--- config.mk ---
export PLATFORM = sky130hd
export DESIGN_NAME = axi_lite_arbiter_flat
export DESIGN_NICKNAME = d
export VERILOG_FILES = /design/src/rtl/axi_lite_arbiter_if.sv /design/src/rtl/axi_lite_arbiter.sv /design/src/flat_wrapper.sv
export SDC_FILE = /design/constraint.sdc
export NUM_CORES = 1
export LEC_CHECK = 0
export ABC_AREA = 1
export BUFFER_PORTS_ARGS = -buffer_cell sky130_fd_sc_hd__buf_2
export CAP_MARGIN = 20
export CORE_AREA = 2 2 177 179
export DETAILED_ROUTE_END_ITERATION = 16
export DIE_AREA = 0 0 179 181
export SYNTH_ARGS = -nofsm -noshare
export SYNTH_HDL_FRONTEND = slang
export SYNTH_SLANG_ARGS = --single-unit
--- constraint.sdc ---
create_clock -name clk -period 3.9 [get_ports clk]
set_clock_uncertainty 0.2 [all_clocks]
set_input_delay 0.975 -clock clk [delete_from_list [all_inputs] [get_ports clk]]
set_output_delay 0.975 -clock clk [all_outputs]
set_load 0.01 [all_outputs]
--- src/rtl/axi_lite_arbiter_if.sv ---
// AXI4-Lite bundle shared by the arbiter and its requesters.
// master drives requests; slave answers them.
interface axi_intf #(
  parameter int ADDR_WIDTH = 32,
  parameter int DATA_WIDTH = 32
);
  logic [ADDR_WIDTH-1:0]   awaddr;
  logic [2:0]              awprot;
  logic                    awvalid;
  logic                    awready;
  logic [DATA_WIDTH-1:0]   wdata;
  logic [DATA_WIDTH/8-1:0] wstrb;
  logic                    wvalid;
  logic                    wready;
  logic [1:0]              bresp;
  logic                    bvalid;
  logic                    bready;
  logic [ADDR_WIDTH-1:0]   araddr;
  logic [2:0]              arprot;
  logic                    arvalid;
  logic                    arready;
  logic [DATA_WIDTH-1:0]   rdata;
  logic [1:0]              rresp;
  logic                    rvalid;
  logic                    rready;

  modport master (
    output awaddr, awprot, awvalid,
    input  awready,
    output wdata, wstrb, wvalid,
    input  wready,
    input  bresp, bvalid,
    output bready,
    output araddr, arprot, arvalid,
    input  arready,
    input  rdata, rresp, rvalid,
    output rready
  );

  modport slave (
    input  awaddr, awprot, awvalid,
    output awready,
    input  wdata, wstrb, wvalid,
    output wready,
    output bresp, bvalid,
    input  bready,
    input  araddr, arprot, arvalid,
    output arready,
    output rdata, rresp, rvalid,
    input  rready
  );
endinterface

--- src/rtl/axi_lite_arbiter.sv ---
// Two-requester AXI4-Lite arbiter, one transaction in flight on m.
// Define AXI_ARB_FIXED_PRIO_EN for fixed s0-first priority.
module axi_lite_arbiter #(
  parameter int ADDR_WIDTH = 32,
  parameter int DATA_WIDTH = 32
) (
  input  logic       clk,
  input  logic       rstn,
  axi_intf.slave     s0,
  axi_intf.slave     s1,
  axi_intf.master    m,
  output logic [1:0] grant,
  output logic       busy
);
  localparam int STRB_WIDTH = DATA_WIDTH / 8;

  typedef enum logic [2:0] {
    IDLE,
    WR_ADDR,
    WR_RESP,
    RD_ADDR,
    RD_DATA
  } state_t;

  state_t state;
  state_t state_nxt;
  logic [1:0] grant_nxt;
  logic aw_done;
  logic aw_done_nxt;
  logic w_done;
  logic w_done_nxt;
  logic aw_fire;
  logic w_fire;
  logic req0;
  logic req1;
  logic win1;

  logic [ADDR_WIDTH-1:0] g_awaddr;
  logic [2:0]            g_awprot;
  logic                  g_awvalid;
  logic [DATA_WIDTH-1:0] g_wdata;
  logic [STRB_WIDTH-1:0] g_wstrb;
  logic                  g_wvalid;
  logic                  g_bready;
  logic [ADDR_WIDTH-1:0] g_araddr;
  logic [2:0]            g_arprot;
  logic                  g_arvalid;
  logic                  g_rready;

  logic                  p_awready;
  logic                  p_wready;
  logic                  p_bvalid;
  logic [1:0]            p_bresp;
  logic                  p_arready;
  logic                  p_rvalid;
  logic [DATA_WIDTH-1:0] p_rdata;
  logic [1:0]            p_rresp;

  assign req0 = s0.awvalid | s0.arvalid;
  assign req1 = s1.awvalid | s1.arvalid;
  assign busy = (state != IDLE);

`ifdef AXI_ARB_FIXED_PRIO_EN
  assign win1 = req1 & ~req0;
`else
  logic prio1;

  assign win1 = req1 & (~req0 | prio1);

  // Last winner drops to lowest priority
  always_ff @(posedge clk or negedge rstn) begin
    if (!rstn) begin
      prio1 <= 1'b0;
    end else if (state == IDLE && (req0 | req1)) begin
      prio1 <= ~win1;
    end
  end
`endif

  // State, owner and write-channel progress registers
  always_ff @(posedge clk or negedge rstn) begin
    if (!rstn) begin
      state   <= IDLE;
      grant   <= 2'b00;
      aw_done <= 1'b0;
      w_done  <= 1'b0;
    end else begin
      state   <= state_nxt;
      grant   <= grant_nxt;
      aw_done <= aw_done_nxt;
      w_done  <= w_done_nxt;
    end
  end

  // Select the granted requester's outbound signals
  always_comb begin
    g_awaddr  = '0;
    g_awprot  = '0;
    g_awvalid = 1'b0;
    g_wdata   = '0;
    g_wstrb   = '0;
    g_wvalid  = 1'b0;
    g_bready  = 1'b0;
    g_araddr  = '0;
    g_arprot  = '0;
    g_arvalid = 1'b0;
    g_rready  = 1'b0;
    unique case (1'b1)
      grant[0]: begin
        g_awaddr  = s0.awaddr;
        g_awprot  = s0.awprot;
        g_awvalid = s0.awvalid;
        g_wdata   = s0.wdata;
        g_wstrb   = s0.wstrb;
        g_wvalid  = s0.wvalid;
        g_bready  = s0.bready;
        g_araddr  = s0.araddr;
        g_arprot  = s0.arprot;
        g_arvalid = s0.arvalid;
        g_rready  = s0.rready;
      end
      grant[1]: begin
        g_awaddr  = s1.awaddr;
        g_awprot  = s1.awprot;
        g_awvalid = s1.awvalid;
        g_wdata   = s1.wdata;
        g_wstrb   = s1.wstrb;
        g_wvalid  = s1.wvalid;
        g_bready  = s1.bready;
        g_araddr  = s1.araddr;
        g_arprot  = s1.arprot;
        g_arvalid = s1.arvalid;
        g_rready  = s1.rready;
      end
      default: ;
    endcase
  end

  // Next state, grant and per-phase handshake routing
  always_comb begin
    state_nxt   = state;
    grant_nxt   = grant;
    aw_done_nxt = aw_done;
    w_done_nxt  = w_done;
    aw_fire     = 1'b0;
    w_fire      = 1'b0;
    m.awaddr    = g_awaddr;
    m.awprot    = g_awprot;
    m.awvalid   = 1'b0;
    m.wdata     = g_wdata;
    m.wstrb     = g_wstrb;
    m.wvalid    = 1'b0;
    m.bready    = 1'b0;
    m.araddr    = g_araddr;
    m.arprot    = g_arprot;
    m.arvalid   = 1'b0;
    m.rready    = 1'b0;
    p_awready   = 1'b0;
    p_wready    = 1'b0;
    p_bvalid    = 1'b0;
    p_bresp     = 2'b00;
    p_arready   = 1'b0;
    p_rvalid    = 1'b0;
    p_rdata     = '0;
    p_rresp     = 2'b00;
    unique case (state)
      IDLE: begin
        if (req0 | req1) begin
          grant_nxt = win1 ? 2'b10 : 2'b01;
          if (win1 ? s1.awvalid : s0.awvalid) begin
            state_nxt = WR_ADDR;
          end else begin
            state_nxt = RD_ADDR;
          end
        end
      end
      WR_ADDR: begin
        m.awvalid   = g_awvalid & ~aw_done;
        m.wvalid    = g_wvalid & ~w_done;
        p_awready   = m.awready & ~aw_done;
        p_wready    = m.wready & ~w_done;
        aw_fire     = g_awvalid & ~aw_done & m.awready;
        w_fire      = g_wvalid & ~w_done & m.wready;
        aw_done_nxt = aw_done | aw_fire;
        w_done_nxt  = w_done | w_fire;
        if (aw_done_nxt && w_done_nxt) begin
          state_nxt   = WR_RESP;
          aw_done_nxt = 1'b0;
          w_done_nxt  = 1'b0;
        end
      end
      WR_RESP: begin
        m.bready = g_bready;
        p_bvalid = m.bvalid;
        p_bresp  = m.bresp;
        if (m.bvalid && g_bready) begin
          state_nxt = IDLE;
          grant_nxt = 2'b00;
        end
      end
      RD_ADDR: begin
        m.arvalid = g_arvalid;
        p_arready = m.arready;
        if (g_arvalid && m.arready) begin
          state_nxt = RD_DATA;
        end
      end
      RD_DATA: begin
        m.rready = g_rready;
        p_rvalid = m.rvalid;
        p_rdata  = m.rdata;
        p_rresp  = m.rresp;
        if (m.rvalid && g_rready) begin
          state_nxt = IDLE;
          grant_nxt = 2'b00;
        end
      end
      default: begin
        state_nxt = IDLE;
        grant_nxt = 2'b00;
      end
    endcase
  end

  // Return responses only to the owner; the other port sees zeros
  always_comb begin
    s0.awready = grant[0] & p_awready;
    s0.wready  = grant[0] & p_wready;
    s0.bvalid  = grant[0] & p_bvalid;
    s0.bresp   = grant[0] ? p_bresp : 2'b00;
    s0.arready = grant[0] & p_arready;
    s0.rvalid  = grant[0] & p_rvalid;
    s0.rdata   = grant[0] ? p_rdata : '0;
    s0.rresp   = grant[0] ? p_rresp : 2'b00;
    s1.awready = grant[1] & p_awready;
    s1.wready  = grant[1] & p_wready;
    s1.bvalid  = grant[1] & p_bvalid;
    s1.bresp   = grant[1] ? p_bresp : 2'b00;
    s1.arready = grant[1] & p_arready;
    s1.rvalid  = grant[1] & p_rvalid;
    s1.rdata   = grant[1] ? p_rdata : '0;
    s1.rresp   = grant[1] ? p_rresp : 2'b00;
  end

endmodule

--- src/flat_wrapper.sv ---
// flat-port wrapper written by rule: the top's interface ports become plain ports
module axi_lite_arbiter_flat 
#(
  parameter int ADDR_WIDTH = 32,
  parameter int DATA_WIDTH = 32
)
  (clk, rstn, grant, busy, s0_awaddr, s0_awprot, s0_awvalid, s0_awready, s0_wdata, s0_wstrb, s0_wvalid, s0_wready, s0_bresp, s0_bvalid, s0_bready, s0_araddr, s0_arprot, s0_arvalid, s0_arready, s0_rdata, s0_rresp, s0_rvalid, s0_rready, s1_awaddr, s1_awprot, s1_awvalid, s1_awready, s1_wdata, s1_wstrb, s1_wvalid, s1_wready, s1_bresp, s1_bvalid, s1_bready, s1_araddr, s1_arprot, s1_arvalid, s1_arready, s1_rdata, s1_rresp, s1_rvalid, s1_rready, m_awaddr, m_awprot, m_awvalid, m_awready, m_wdata, m_wstrb, m_wvalid, m_wready, m_bresp, m_bvalid, m_bready, m_araddr, m_arprot, m_arvalid, m_arready, m_rdata, m_rresp, m_rvalid, m_rready);
  axi_intf #(.ADDR_WIDTH(ADDR_WIDTH), .DATA_WIDTH(DATA_WIDTH)) s0_i ();
  axi_intf #(.ADDR_WIDTH(ADDR_WIDTH), .DATA_WIDTH(DATA_WIDTH)) s1_i ();
  axi_intf #(.ADDR_WIDTH(ADDR_WIDTH), .DATA_WIDTH(DATA_WIDTH)) m_i ();
  input  logic clk;
  input  logic rstn;
  output logic [1:0] grant;
  output logic busy;
  input wire logic [$bits(s0_i.awaddr)-1:0] s0_awaddr;
  input wire logic [$bits(s0_i.awprot)-1:0] s0_awprot;
  input wire logic [$bits(s0_i.awvalid)-1:0] s0_awvalid;
  output wire logic [$bits(s0_i.awready)-1:0] s0_awready;
  input wire logic [$bits(s0_i.wdata)-1:0] s0_wdata;
  input wire logic [$bits(s0_i.wstrb)-1:0] s0_wstrb;
  input wire logic [$bits(s0_i.wvalid)-1:0] s0_wvalid;
  output wire logic [$bits(s0_i.wready)-1:0] s0_wready;
  output wire logic [$bits(s0_i.bresp)-1:0] s0_bresp;
  output wire logic [$bits(s0_i.bvalid)-1:0] s0_bvalid;
  input wire logic [$bits(s0_i.bready)-1:0] s0_bready;
  input wire logic [$bits(s0_i.araddr)-1:0] s0_araddr;
  input wire logic [$bits(s0_i.arprot)-1:0] s0_arprot;
  input wire logic [$bits(s0_i.arvalid)-1:0] s0_arvalid;
  output wire logic [$bits(s0_i.arready)-1:0] s0_arready;
  output wire logic [$bits(s0_i.rdata)-1:0] s0_rdata;
  output wire logic [$bits(s0_i.rresp)-1:0] s0_rresp;
  output wire logic [$bits(s0_i.rvalid)-1:0] s0_rvalid;
  input wire logic [$bits(s0_i.rready)-1:0] s0_rready;
  input wire logic [$bits(s1_i.awaddr)-1:0] s1_awaddr;
  input wire logic [$bits(s1_i.awprot)-1:0] s1_awprot;
  input wire logic [$bits(s1_i.awvalid)-1:0] s1_awvalid;
  output wire logic [$bits(s1_i.awready)-1:0] s1_awready;
  input wire logic [$bits(s1_i.wdata)-1:0] s1_wdata;
  input wire logic [$bits(s1_i.wstrb)-1:0] s1_wstrb;
  input wire logic [$bits(s1_i.wvalid)-1:0] s1_wvalid;
  output wire logic [$bits(s1_i.wready)-1:0] s1_wready;
  output wire logic [$bits(s1_i.bresp)-1:0] s1_bresp;
  output wire logic [$bits(s1_i.bvalid)-1:0] s1_bvalid;
  input wire logic [$bits(s1_i.bready)-1:0] s1_bready;
  input wire logic [$bits(s1_i.araddr)-1:0] s1_araddr;
  input wire logic [$bits(s1_i.arprot)-1:0] s1_arprot;
  input wire logic [$bits(s1_i.arvalid)-1:0] s1_arvalid;
  output wire logic [$bits(s1_i.arready)-1:0] s1_arready;
  output wire logic [$bits(s1_i.rdata)-1:0] s1_rdata;
  output wire logic [$bits(s1_i.rresp)-1:0] s1_rresp;
  output wire logic [$bits(s1_i.rvalid)-1:0] s1_rvalid;
  input wire logic [$bits(s1_i.rready)-1:0] s1_rready;
  output wire logic [$bits(m_i.awaddr)-1:0] m_awaddr;
  output wire logic [$bits(m_i.awprot)-1:0] m_awprot;
  output wire logic [$bits(m_i.awvalid)-1:0] m_awvalid;
  input wire logic [$bits(m_i.awready)-1:0] m_awready;
  output wire logic [$bits(m_i.wdata)-1:0] m_wdata;
  output wire logic [$bits(m_i.wstrb)-1:0] m_wstrb;
  output wire logic [$bits(m_i.wvalid)-1:0] m_wvalid;
  input wire logic [$bits(m_i.wready)-1:0] m_wready;
  input wire logic [$bits(m_i.bresp)-1:0] m_bresp;
  input wire logic [$bits(m_i.bvalid)-1:0] m_bvalid;
  output wire logic [$bits(m_i.bready)-1:0] m_bready;
  output wire logic [$bits(m_i.araddr)-1:0] m_araddr;
  output wire logic [$bits(m_i.arprot)-1:0] m_arprot;
  output wire logic [$bits(m_i.arvalid)-1:0] m_arvalid;
  input wire logic [$bits(m_i.arready)-1:0] m_arready;
  input wire logic [$bits(m_i.rdata)-1:0] m_rdata;
  input wire logic [$bits(m_i.rresp)-1:0] m_rresp;
  input wire logic [$bits(m_i.rvalid)-1:0] m_rvalid;
  output wire logic [$bits(m_i.rready)-1:0] m_rready;
  assign s0_i.awaddr = s0_awaddr;
  assign s0_i.awprot = s0_awprot;
  assign s0_i.awvalid = s0_awvalid;
  assign s0_awready = s0_i.awready;
  assign s0_i.wdata = s0_wdata;
  assign s0_i.wstrb = s0_wstrb;
  assign s0_i.wvalid = s0_wvalid;
  assign s0_wready = s0_i.wready;
  assign s0_bresp = s0_i.bresp;
  assign s0_bvalid = s0_i.bvalid;
  assign s0_i.bready = s0_bready;
  assign s0_i.araddr = s0_araddr;
  assign s0_i.arprot = s0_arprot;
  assign s0_i.arvalid = s0_arvalid;
  assign s0_arready = s0_i.arready;
  assign s0_rdata = s0_i.rdata;
  assign s0_rresp = s0_i.rresp;
  assign s0_rvalid = s0_i.rvalid;
  assign s0_i.rready = s0_rready;
  assign s1_i.awaddr = s1_awaddr;
  assign s1_i.awprot = s1_awprot;
  assign s1_i.awvalid = s1_awvalid;
  assign s1_awready = s1_i.awready;
  assign s1_i.wdata = s1_wdata;
  assign s1_i.wstrb = s1_wstrb;
  assign s1_i.wvalid = s1_wvalid;
  assign s1_wready = s1_i.wready;
  assign s1_bresp = s1_i.bresp;
  assign s1_bvalid = s1_i.bvalid;
  assign s1_i.bready = s1_bready;
  assign s1_i.araddr = s1_araddr;
  assign s1_i.arprot = s1_arprot;
  assign s1_i.arvalid = s1_arvalid;
  assign s1_arready = s1_i.arready;
  assign s1_rdata = s1_i.rdata;
  assign s1_rresp = s1_i.rresp;
  assign s1_rvalid = s1_i.rvalid;
  assign s1_i.rready = s1_rready;
  assign m_awaddr = m_i.awaddr;
  assign m_awprot = m_i.awprot;
  assign m_awvalid = m_i.awvalid;
  assign m_i.awready = m_awready;
  assign m_wdata = m_i.wdata;
  assign m_wstrb = m_i.wstrb;
  assign m_wvalid = m_i.wvalid;
  assign m_i.wready = m_wready;
  assign m_i.bresp = m_bresp;
  assign m_i.bvalid = m_bvalid;
  assign m_bready = m_i.bready;
  assign m_araddr = m_i.araddr;
  assign m_arprot = m_i.arprot;
  assign m_arvalid = m_i.arvalid;
  assign m_i.arready = m_arready;
  assign m_i.rdata = m_rdata;
  assign m_i.rresp = m_rresp;
  assign m_i.rvalid = m_rvalid;
  assign m_rready = m_i.rready;
  axi_lite_arbiter #(.ADDR_WIDTH(ADDR_WIDTH), .DATA_WIDTH(DATA_WIDTH)) u_core (.clk(clk), .rstn(rstn), .s0(s0_i), .s1(s1_i), .m(m_i), .grant(grant), .busy(busy));
endmodule
* Word-level counts from Yosys, hierarchy flattened
Cells that the tools add are included.
** Storage, ports and cells
- Word-level logic and storage cells :: 97
- Output and inout port bits :: 196
- Input port bits :: 265
- Register bits after elaboration :: 8
** Cells by class
- Mux-type cells :: 45
- Equality and inequality tests :: 9
- Reductions and logical operators :: 10
- Bitwise logic cells :: 28
** Operators with widths (count)
- 32-bit case mux with 2 select lines :: 3
- 32-bit two-way mux :: 3
- 2-bit two-way mux :: 11
- 1-bit AND :: 17
- 3-bit two-way mux :: 5
- 3-bit case mux with 5 select lines :: 1
- 1-bit two-way mux :: 13
- 3-bit case mux with 2 select lines :: 2
- 1-bit case mux with 2 select lines :: 5
- 2-bit by 1-bit != test with 1-bit output, second input constant :: 4
- 2-bit case mux with 4 select lines :: 1
- 4-bit case mux with 2 select lines :: 1
- 3-bit by 2-bit == test with 1-bit output, second input constant :: 2
- 1-bit bitwise OR :: 6
- 1-bit logical AND :: 5
- 1-bit inverter :: 5
- 5-bit AND reduction :: 1
- 4-bit AND reduction :: 1
- 3-bit by 1-bit == test with 1-bit output, second input constant :: 1
- 3-bit == test, second input constant :: 1
- 3-bit logical NOT :: 1
- 3-bit nonzero test :: 1
- 2-bit != test, second input constant :: 1
- 2-bit OR reduction :: 1

* Depth between registers and ports, before layout
- Depth in word-level cells :: 8
- Depth in mapped cells :: 10

* Worst setup path after synthesis
OpenSTA, ideal clock, no wires.
- Kind :: input -> output
- Start point :: in m_arready
- End point :: out s0_arready
- Path buffers :: 0
- Cell stages on the path :: 2
- Path slack :: 1.427 ns
- Data arrival time :: 1.298 ns
- Cell sequence :: inv_1 nor3_1
** On the way
- Longest elaborated chain between the ends :: 2
** RTL lines
- from (decl) :: RTL line flat_wrapper.sv:67 : input wire logic [$bits(m_i.arready)-1:0] m_arready;
- 1-bit two-way mux :: RTL line axi_lite_arbiter.sv:166 : unique case (state)
- 1-bit AND :: RTL line axi_lite_arbiter.sv:231 : s0.arready = grant[0] & p_arready;
- to (decl) :: RTL line flat_wrapper.sv:29 : output wire logic [$bits(s0_i.arready)-1:0] s0_arready;
Every way passes these cells.

* Worst setup path in the final report
- Start point :: reg u_core.state[2]
- End point :: out s0_rdata[19]
** On the way
- Longest elaborated chain between the ends :: 3
** RTL lines
- from (decl) :: RTL line axi_lite_arbiter.sv:25 : state_t state;
- from (signal assigned) :: RTL line axi_lite_arbiter.sv:88 : state <= state_nxt;
- 3-bit == test :: RTL line axi_lite_arbiter.sv:166
- 32-bit two-way mux :: RTL line axi_lite_arbiter.sv:166
- 32-bit two-way mux :: RTL line axi_lite_arbiter.sv:233 : s0.rdata = grant[0] ? p_rdata : '0;
- to (decl) :: RTL line flat_wrapper.sv:30 : output wire logic [$bits(s0_i.rdata)-1:0] s0_rdata;
Every way passes these cells.

==> results.yml <==
outcome:
  status: "completed"
timing:
  maxSlewViolCount: 0
  fin_tns_setup_ns: 0
  fin_crit_ns: 3.10
  fmax_ghz: 0.322
  finalCritPeriodShare_pct: 79.6
  finalSetupViolCount: 0
  setup_ws_ns: 0.795
  relSlewSlack_pct: 47.9
  tightest_slew_ns: 0.782
  rsz0062_at_grt: "false"
  hold_viol: 0
power:
  vdd_ir_drop_max_mv: 0.148
  pwr-share-clk_pct: 8.2
  swShare_pct: 54.9
  p_per_area_nw_per_um2: 439
  combPwrFrac_pct: 83.4
  power_mw: 2.22
  intPower_uw: 999
  pwr-share-seq_pct: 8.4
  p_leak_nw: 3.12
  p_switching_mw: 1.22
yosys:
  ys_async_sr_fraction_pct: 100
  synth_area_leaders: "a22o_1 (40%), nor3_1 (17%), dfrtp_1 (8.7%)"
  syn_area_um2: 2300
  yosysSeqAreaShare_pct: 8.71
  synth.net_count: 638
  ys_warn_count: 0
  ys.flop_type: "dfrtp_1"
  postSynthCellCount: 373
  yosys-top-cells-count: "a22o_1 (106), nor3_1 (78), inv_1 (51)"
  synth_seq_cells: 8
  synth.most_common_cell: "a22o_1"
  syn_avg_cell_area_um2: 6.16
  ys_types: 21
  synth_edf_count: 0
  yosysTopAreaCellShare_pct: 40.4
  post-synth-top-area-cell: "a22o_1"
cts:
  cts_buffer_depth: 2
  clk_latency_ns: 0.24
  htree_levels: 1
  cts_buffers: 3
  cts_num_sinks: 8
  cts_tree: "yes"
  clk_root_buffer_cell: "clkbuf_16"
  clkTransAtPathRegs_ns: 0.04
  cts_setup_buffers: 0
  cts_hold_buf: 0
  cts_resized: 0
die:
  ioPinCount: 461
  die_x_um: 179
  start_util_pct: 7.57
  die_area_um2: 32400
  fp.coreArea_um2: 30300
  rows: 64
  die_h_um: 181
setup_path:
  cp_max_fo: 40
  cpMaxStageDelayCell: "inv_2"
  slowest_delay_ns: 0.48
  critPathRequiredTime_ns: 2.72
  startpoint_type: "flop"
  worst_ep_arrival_time_ns: 1.93
  worstSetupPathType: "flop to primary output"
  crit_chain: "inv_1 > nor3_2 > inv_2 > buf_4 > nor3_1 > buf_2"
  crit_buf_inv: 4
  crit_family: "buffers and inverters"
  endpoint_kind: "primary output"
routing:
  vias: 4577
  wl_per_cell_um: 17.1
  dr.pass1.iters: 4
  drtAntennaViolNets: 0
  wl_mm: 20.6
  drc_errors: 0
  drt-initial-drc-count: 199
  vias_per_cell: 3.81
global_route:
  grt_pass1_vias: 4229
  grt_pass1_wl_mm: 26.9
  antenna_found_initial: 12
  grt_overflow: 0
  grt.total_usage_pct: 11.4
  grt_max_degree: 113
cells_and_area:
  drive_gt1_share_pct: 60.0
  n_fill_cell: 3532
  final_util_pct: 16.6
  area.growth.synth_to_final_pct: 120
  final_nets: 1068
placement:
  io_buffer_count: 460
  gp_congestion: 0.885
  dpl.hpwl_mm: 18.5
  pre_cts_ws_ns: 1.07
flow_run:
  drv_cap: 0
hold_path:
  hold_class: "flop to flop"
## kinds of logic after synthesis
group                  after synthesis  share of synthesized area, %
AO/OA/AOI/OAI                      113                          42.2
buffers and inverters               94                          17.4
flip-flops                           8                          8.71
AND/OR/NAND/NOR                    158                          31.7
## sequential cells by signal, summed over array words and instances (netlist names)
name            cells
u_core.state        3
u_core.prio1        1
u_core.grant        2
u_core.w_done       1
u_core.aw_done      1
## metrics by stage
step                      area (um^2)  cells  hold WS [ns]
final                            5050   1202         0.272
after global routing             5050   1200         0.303
after CTS                        5040   1198         0.267
after detailed placement         4960   1194         0.257
after global placement           4960   1194         0.254
after floorplan                  2300    373         0.237
## final cells by class
class	instances	area (um^2)	share of cell area [%]
diodes	4	10.0	0.198
clock buffers	4	78.8	1.56
inverters	55	206	4.09
multi-input cells	271	1700	33.6
flip-flops and latches	8	208	4.11
well taps	396	495	9.81
repair buffers	464	2360	46.7
## worst register-to-register path, cell delays in order (launching register included)
cell,delay (ns)
dfrtp_4,0.63
buf_12,0.34
nand2_1,0.13
nand2_1,0.09
nand2_1,0.08
nand2_1,0.14
nand3_2,0.11
nor2_1,0.14
o21ai_1,0.08
## power by group through the flow
stage	registers, mW	logic, mW	clock network (mW)
after floorplan	0.149	1.14	0
after global placement	0.185	1.85	0
after detailed placement	0.189	1.86	0
after CTS	0.188	1.87	0.186
after global routing	0.195	2.03	0.189
final	0.187	1.85	0.182
## routing by layer
layer  vias up  global-route usage, %  wire length (um)
li1       2203                      -                 -
met1      2063                   13.0              8100
met2       283                   21.1             10100
met3        26                   3.18              2020
met4         2                   2.05               346
met5         -                      0                20
## cells in the final DEF, fill, tap and decap left out, types with 3 or more instances in the layout
master,n
a22o_1,106
buf_2,460
clkbuf_16,3
dfrtp_1,6
diode_2,4
inv_1,51
inv_2,4
nand2_1,49
nand2_2,5
nand3_1,6
nor2_1,16
nor3_1,78
## path summary, 6_finish.rpt
check | startpoint | endpoint | slack [ns] | depth (start not counted)
max in group asynchronous | rstn | u_core.grant[0] | 2.90 | 1
setup / recovery | u_core.state[2] | s0_rdata[19] | 0.80 | 6
min in group asynchronous | rstn | u_core.grant[1] | 0.39 | 1
hold / removal | u_core.prio1 | u_core.prio1 | 0.27 | 2
setup reg to reg | u_core.grant[0] | u_core.grant[0] | 1.81 | 8
hold reg to reg | u_core.prio1 | u_core.prio1 | 0.27 | 2
No activity file was read; power rests on OpenSTA's default activity.
